`src/rtl/hs_sync_rx_if.sv`:
```
// Handshake bundle for hs_sync_rx: foreign-domain req/ack/data plus the downstream
// valid/ready word port. master = foreign sender and consumer side, slave = receiver.
interface hs_sync_rx_if #(
    parameter int unsigned N = 8
);
    logic         req_async;
    logic [N-1:0] data_async;
    logic         ack;
    logic [N-1:0] data_out;
    logic         valid_out;
    logic         ready_in;

    modport master (
        output req_async,
        output data_async,
        output ready_in,
        input  ack,
        input  data_out,
        input  valid_out
    );

    modport slave (
        input  req_async,
        input  data_async,
        input  ready_in,
        output ack,
        output data_out,
        output valid_out
    );
endinterface

```
`src/rtl/hs_sync_rx.sv`:
```
// 4-phase handshake receiver: synchronizes req_async, captures the bundled data once per
// request and presents it on a valid/ready port; flags request drops during HOLD.
module hs_sync_rx #(
    parameter int unsigned N           = 8,
    parameter int unsigned SYNC_STAGES = 2
) (
    input  logic             clk,
    input  logic             rst,
    input  logic             ena,
    hs_sync_rx_if.slave      bus,
    output logic [7:0]       word_cnt,
    output logic             proto_err,
    input  logic             err_clr
);

    typedef enum logic [1:0] {
        StIdle,
        StHold,
        StAck
    } state_e;

    state_e                 state_q, state_d;
    logic [SYNC_STAGES-1:0] sync_q, sync_d;
    logic                   ack_q, ack_d;
    logic                   valid_q, valid_d;
    logic [N-1:0]           data_q, data_d;
    logic [7:0]             cnt_q, cnt_d;
    logic                   err_q, err_d;
    logic                   err_set;
    logic                   req_s;

    // Only the last synchronizer stage is visible to the FSM.
    assign req_s  = sync_q[SYNC_STAGES-1];
    assign sync_d = {sync_q[SYNC_STAGES-2:0], bus.req_async};

    always_comb begin
        state_d = state_q;
        ack_d   = ack_q;
        valid_d = valid_q;
        data_d  = data_q;
        cnt_d   = cnt_q;
        err_set = 1'b0;
        case (state_q)
            StIdle: begin
                if (req_s && ena) begin
                    state_d = StHold;
                    data_d  = bus.data_async;
                    valid_d = 1'b1;
                end
            end
            StHold: begin
                // Early req drop is flagged but the held word is still delivered.
                if (!req_s) begin
                    err_set = 1'b1;
                end
                if (bus.ready_in) begin
                    state_d = StAck;
                    valid_d = 1'b0;
                    ack_d   = 1'b1;
                    cnt_d   = cnt_q + 8'd1;
                end
            end
            StAck: begin
                if (!req_s) begin
                    state_d = StIdle;
                    ack_d   = 1'b0;
                end
            end
            default: begin
                state_d = StIdle;
                ack_d   = 1'b0;
                valid_d = 1'b0;
            end
        endcase
        err_d = err_set | (err_q & ~err_clr);
    end

    always_ff @(posedge clk or posedge rst) begin
        if (rst) begin
            state_q <= StIdle;
            sync_q  <= '0;
            ack_q   <= 1'b0;
            valid_q <= 1'b0;
            data_q  <= '0;
            cnt_q   <= 8'd0;
            err_q   <= 1'b0;
        end else begin
            state_q <= state_d;
            sync_q  <= sync_d;
            ack_q   <= ack_d;
            valid_q <= valid_d;
            data_q  <= data_d;
            cnt_q   <= cnt_d;
            err_q   <= err_d;
        end
    end

    assign bus.ack       = ack_q;
    assign bus.valid_out = valid_q;
    assign bus.data_out  = data_q;
    assign word_cnt      = cnt_q;
    assign proto_err     = err_q;

endmodule

```
`src/flat_wrapper.sv`:
```
// flat-port wrapper written by rule: the top's interface ports become plain ports
module hs_sync_rx_flat 
#(
    parameter int unsigned N           = 8,
    parameter int unsigned SYNC_STAGES = 2
)
  (clk, rst, ena, word_cnt, proto_err, err_clr, bus_req_async, bus_data_async, bus_ready_in, bus_ack, bus_data_out, bus_valid_out);
  hs_sync_rx_if #(.N(N)) bus_i ();
  input  logic clk;
  input  logic rst;
  input  logic ena;
  output logic [7:0] word_cnt;
  output logic proto_err;
  input  logic err_clr;
  input wire logic [$bits(bus_i.req_async)-1:0] bus_req_async;
  input wire logic [$bits(bus_i.data_async)-1:0] bus_data_async;
  input wire logic [$bits(bus_i.ready_in)-1:0] bus_ready_in;
  output wire logic [$bits(bus_i.ack)-1:0] bus_ack;
  output wire logic [$bits(bus_i.data_out)-1:0] bus_data_out;
  output wire logic [$bits(bus_i.valid_out)-1:0] bus_valid_out;
  assign bus_i.req_async = bus_req_async;
  assign bus_i.data_async = bus_data_async;
  assign bus_i.ready_in = bus_ready_in;
  assign bus_ack = bus_i.ack;
  assign bus_data_out = bus_i.data_out;
  assign bus_valid_out = bus_i.valid_out;
  hs_sync_rx #(.N(N), .SYNC_STAGES(SYNC_STAGES)) u_core (.clk(clk), .rst(rst), .ena(ena), .bus(bus_i), .word_cnt(word_cnt), .proto_err(proto_err), .err_clr(err_clr));
endmodule
```
`config.mk`:
```
export PLATFORM = sky130hd
export DESIGN_NAME = hs_sync_rx_flat
export DESIGN_NICKNAME = d
export VERILOG_FILES = /design/src/rtl/hs_sync_rx_if.sv /design/src/rtl/hs_sync_rx.sv /design/src/flat_wrapper.sv
export SDC_FILE = /design/constraint.sdc
export NUM_CORES = 1
export LEC_CHECK = 0
export ABC_AREA = 1
export CAP_MARGIN = 10
export CORE_UTILIZATION = 41
export DETAILED_ROUTE_END_ITERATION = 8
export GPL_TIMING_DRIVEN = 0
export PLACE_DENSITY = 0.73
export SLEW_MARGIN = 20
export SYNTH_ARGS = -nofsm -noshare
export SYNTH_HDL_FRONTEND = slang
export SYNTH_SLANG_ARGS = --single-unit
```
`constraint.sdc`:
```
create_clock -name clk -period 1.3 [get_ports clk]
set_input_delay 0.39 -clock clk [delete_from_list [all_inputs] [get_ports clk]]
set_output_delay 0.39 -clock clk [all_outputs]
set_load 0.005 [all_outputs]
```
==> impl_summary.log <==
INFO  metric run_status = finished clean
INFO  metric timing_worst_setup_path_type = register to primary output
INFO  metric register_cell_area_after_layout = 576.8 um^2
INFO  metric critical_path.max_fanout = 2
INFO  metric worst_setup_path_start_kind = register
INFO  metric die-width = 51.69 um
INFO  metric grt_first_pass_wirelength = about 3.3 mm
INFO  metric layout.filler_cells = 205
INFO  metric cap_violations = 0
INFO  metric overflow = 0
INFO  metric syn_to_final_growth = 39.06%
INFO  metric dp.final_hpwl = 1.373 mm
INFO  metric p_seq_frac = 0.484
INFO  metric holdPathStages = 0
INFO  metric leakagePower = 0.7390 nW
INFO  metric clock_sinks = 23
INFO  metric worst_ep_required_time = between 0.9 and 1 ns
INFO  metric pre_cts_slack = -0.3171 ns
INFO  metric cp_cell_sequence = buf_2
INFO  metric synth.yosys.seq_area_share = 0.5686
INFO  metric die_height = 51.69 um
INFO  metric max_slew_margin = 0.6689
INFO  metric post_synth.cell_area_avg = 10.02 um^2
INFO  metric min-delay-start = u_core.sync_q[0]$_DFF_PP0_
INFO  metric row_count = 17
INFO  metric depth_of_the_worst_register_to_register_path = 6
INFO  metric timing.critical_path.buf_inv = 1
INFO  metric pin_count_of_the_biggest_net_entering_global_routing = 24
INFO  metric stdcell_count = 177
INFO  metric track_usage = 0.1691
INFO  metric port_buffers = 32
INFO  metric sw_frac_of_total = 0.3288
INFO  metric routedWlPerCell = 11.16 um
INFO  metric antenna_left = 0
INFO  metric cts_max_level = 1
INFO  metric p_clk_frac = 0.158
INFO  metric layout-drive-gt1-share = 0.3624
INFO  metric maxSlewViolCount = 0
INFO  metric fmax = 802.2 MHz
INFO  metric report.final.setup_viol = 0
INFO  metric rr_startpoint = u_core.state_q[1]$_DFFE_PP0P_
INFO  metric layout.cell_area.non_filler = 1408 um^2
INFO  metric clock_skew = 0.01292 ns
INFO  metric area_contributors_post_synth = sky130_fd_sc_hd__dfrtp_1 57%, sky130_fd_sc_hd__nand2_1 8.9%, sky130_fd_sc_hd__o21ai_2 6.9%, sky130_fd_sc_hd__inv_1 6.3%, sky130_fd_sc_hd__nand3_1 2.5%
INFO  metric yosys_most_used_dff = sky130_fd_sc_hd__dfrtp_1
INFO  metric critical_path.reg2reg.endpoint = u_core.word_cnt[5]$_DFFE_PP0P_
INFO  metric max-clock-path-buffers = 2
INFO  metric final-hold-violation-count = 0
INFO  metric worst_path_max_delay_cell = sky130_fd_sc_hd__dfrtp_1
INFO  metric irDropWorstVdd = 0.9716 mV
INFO  metric cpLargestDelayFamily = flip-flops
INFO  metric design.final.nets = 165
INFO  metric placed_cells = 161
INFO  metric layout_min_cycle_time = approximately 1.2 ns
INFO  metric timing.critical_path.from = u_core.bus.data_out[6]$_DFFE_PP0P_
INFO  metric power.internal = 0.001402 W
INFO  metric count_of_different_cell_masters_after_synthesis = 18
INFO  metric multiInputGateArea = 364.1 um^2
INFO  metric min_path_type = register to register
INFO  metric slowest_delay = 0.41 ns
INFO  metric worst_ep_arrival_time = 0.86 ns
INFO  metric post-synth-top-count-cell = sky130_fd_sc_hd__nand2_1
INFO  metric fin_ws = 0.05350 ns
INFO  metric synth-async-reset-ratio = 1.000
INFO  metric total_power_density_per_cell_area = about 1500 nW/um^2
INFO  metric finalWirelength = 1.975 mm
INFO  metric gp_congestion = ~0.75
INFO  metric cts_hold_buf = 0
INFO  metric synth_seq_cells = 23
INFO  metric comb_power_share = 0.358
INFO  metric dieArea = 2671 um^2
INFO  metric end_kind = primary output
INFO  metric avgViaCountPerCell = 4.836
INFO  metric synth_top_cell_area_share = 0.5686
INFO  metric antenna-diode-count = 0
INFO  metric grt_antenna_before_repair = 0
INFO  metric first_iter_violations = 4
INFO  metric initial_utilization = 0.4447
INFO  metric vias_in_the_first_global_route = 817
INFO  metric power_switching = 0.0006868 W
INFO  metric mappedNetlistNets = 116
INFO  metric finalPower = ~0.0021 W
INFO  metric total_vias_in_the_final_route = about 860
INFO  metric root_buffer = sky130_fd_sc_hd__clkbuf_4
INFO  metric yosys-top-cells-count = 24 x sky130_fd_sc_hd__nand2_1, 23 x sky130_fd_sc_hd__dfrtp_1, 17 x sky130_fd_sc_hd__inv_1
INFO  metric synth-edff-count = 0
INFO  metric rsz0062_at_grt = false
INFO  metric ys_warn_count = 0
INFO  metric synthDominantAreaCellType = sky130_fd_sc_hd__dfrtp_1
INFO  metric core_area = between 2000 and 2500 um^2
INFO  metric tightest_pin_transition = 0.4956 ns
INFO  metric timing.hold.ws = 0.3691 ns
INFO  metric count_of_pins_on_the_block_boundary = 33
INFO  metric drt_pre_antenna_iters = 4
INFO  metric post_synth_inst_count = 101
INFO  metric clk_pin_slew_worst_paths = about 0.13 ns
INFO  metric timing.hold.worst_endpoint = u_core.sync_q[1]$_DFF_PP0_
INFO  metric mappedNetlistArea = 1012 um^2
INFO  metric final.period_utilization = 0.9588
INFO  metric clock_insertion_delay_worst_skew = between 0.3 and 0.4 ns
INFO  metric detail_route.drc_violations = 0
INFO  metric tritoncts.num_buffers = 3
INFO  metric cts_tree = done
INFO  metric rrSetupSlack = around 0.09 ns
INFO  metric placed_cell_area = 1368 um^2
[layout by cell type, fill, tap and decap left out, drive strengths merged]
| cell | count |
|---|---|
| buf | 28 |
| clkbuf | 7 |
| clkdlybuf4s50 | 12 |
| clkinv | 1 |
| clkinvlp | 1 |
| dfrtp | 23 |
| dlymetal6s2s | 1 |
| ha | 1 |
| inv | 18 |
| nand2 | 24 |
| nand3 | 6 |
| nand3b | 1 |
| nand4 | 4 |
| nor2 | 5 |
| o21ai | 13 |
| o22ai | 1 |
| xnor2 | 1 |
| xor2 | 2 |
[cell families after synthesis]
family,synth area share
xor gates and xnor gates,0.02596
AOI/OAI and AO/OA,0.1001
DFF,0.5686
adders and majority gates,0.01236
and+or+nand+nor,0.2114
buffers and inverters,0.08158
[power by group through the flow]
stage	Clock, W	Sequential [W]	Combinational [W]
6_report	0.000329	0.00101	0.000748
5_1_grt	0.000368	0.00104	0.000839
4_1_cts	0.000336	0.00101	0.000762
3_5_place_dp	0	0.00108	0.000770
3_3_place_gp	0	0.00106	0.000747
2_1_floorplan	0	0.00107	0.000310
[metrics by stage]
| step | setup TNS [ns] | util |
|---|---|---|
| floorplan | 0 | - |
| global placement | -7.583 | 0.6009 |
| detailed placement | -8.353 | 0.6009 |
| CTS | -0.03428 | 0.6102 |
| global route | 0 | 0.6185 |
| finish | 0 | 0.6185 |
[final cells by class]
type | count | area share
clock buffers | 3 | 0.01600
flip-flops and latches | 23 | 0.4098
clock inverters | 1 | 0.003556
inverters | 19 | 0.05333
repair buffers | 44 | 0.2258
well taps | 28 | 0.02489
plain buffers | 1 | 0.008000
multi-input cells | 58 | 0.2587
[flip-flops by register name, indices dropped and copies added, names as in the netlist]
register,count
u_core.proto_err,1
u_core.state_q,2
u_core.word_cnt,8
u_core.bus.data_out,8
u_core.sync_q,2
u_core.bus.valid_out,1
u_core.bus.ack,1
[how the worst max path moves through the flow]
stage	to	slack, ns	depth (start not counted)
3_5_place_dp	u_core.word_cnt[5]$_DFFE_PP0P_	-0.32	6
2_1_floorplan	u_core.word_cnt[7]$_DFFE_PP0P_	0.26	6
4_1_cts	word_cnt[3]	-0.03	1
3_3_place_gp	u_core.word_cnt[5]$_DFFE_PP0P_	-0.28	6
6_report	bus_data_out[6]	0.05	1
5_1_grt	u_core.word_cnt[7]$_DFFE_PP0P_	0.001	6
[timing repair]
| item | in CTS | in global routing |
|---|---|---|
| setup buffers | 9 | 3 |
| endpoints found under the setup margin | 19 | 7 |
| pin swaps | 0 | 1 |
| gates resized for setup | 69 | 8 |
[layer usage]
metal  vias up  track usage  share of wire
li1        414            -              -
met2        26       0.3030           0.50
met1       413       0.1871           0.43
met3         3      0.04386          0.063
met4         0      0.07207          0.012
met5         -            0              0
Power figures use the tool's default switching activity.
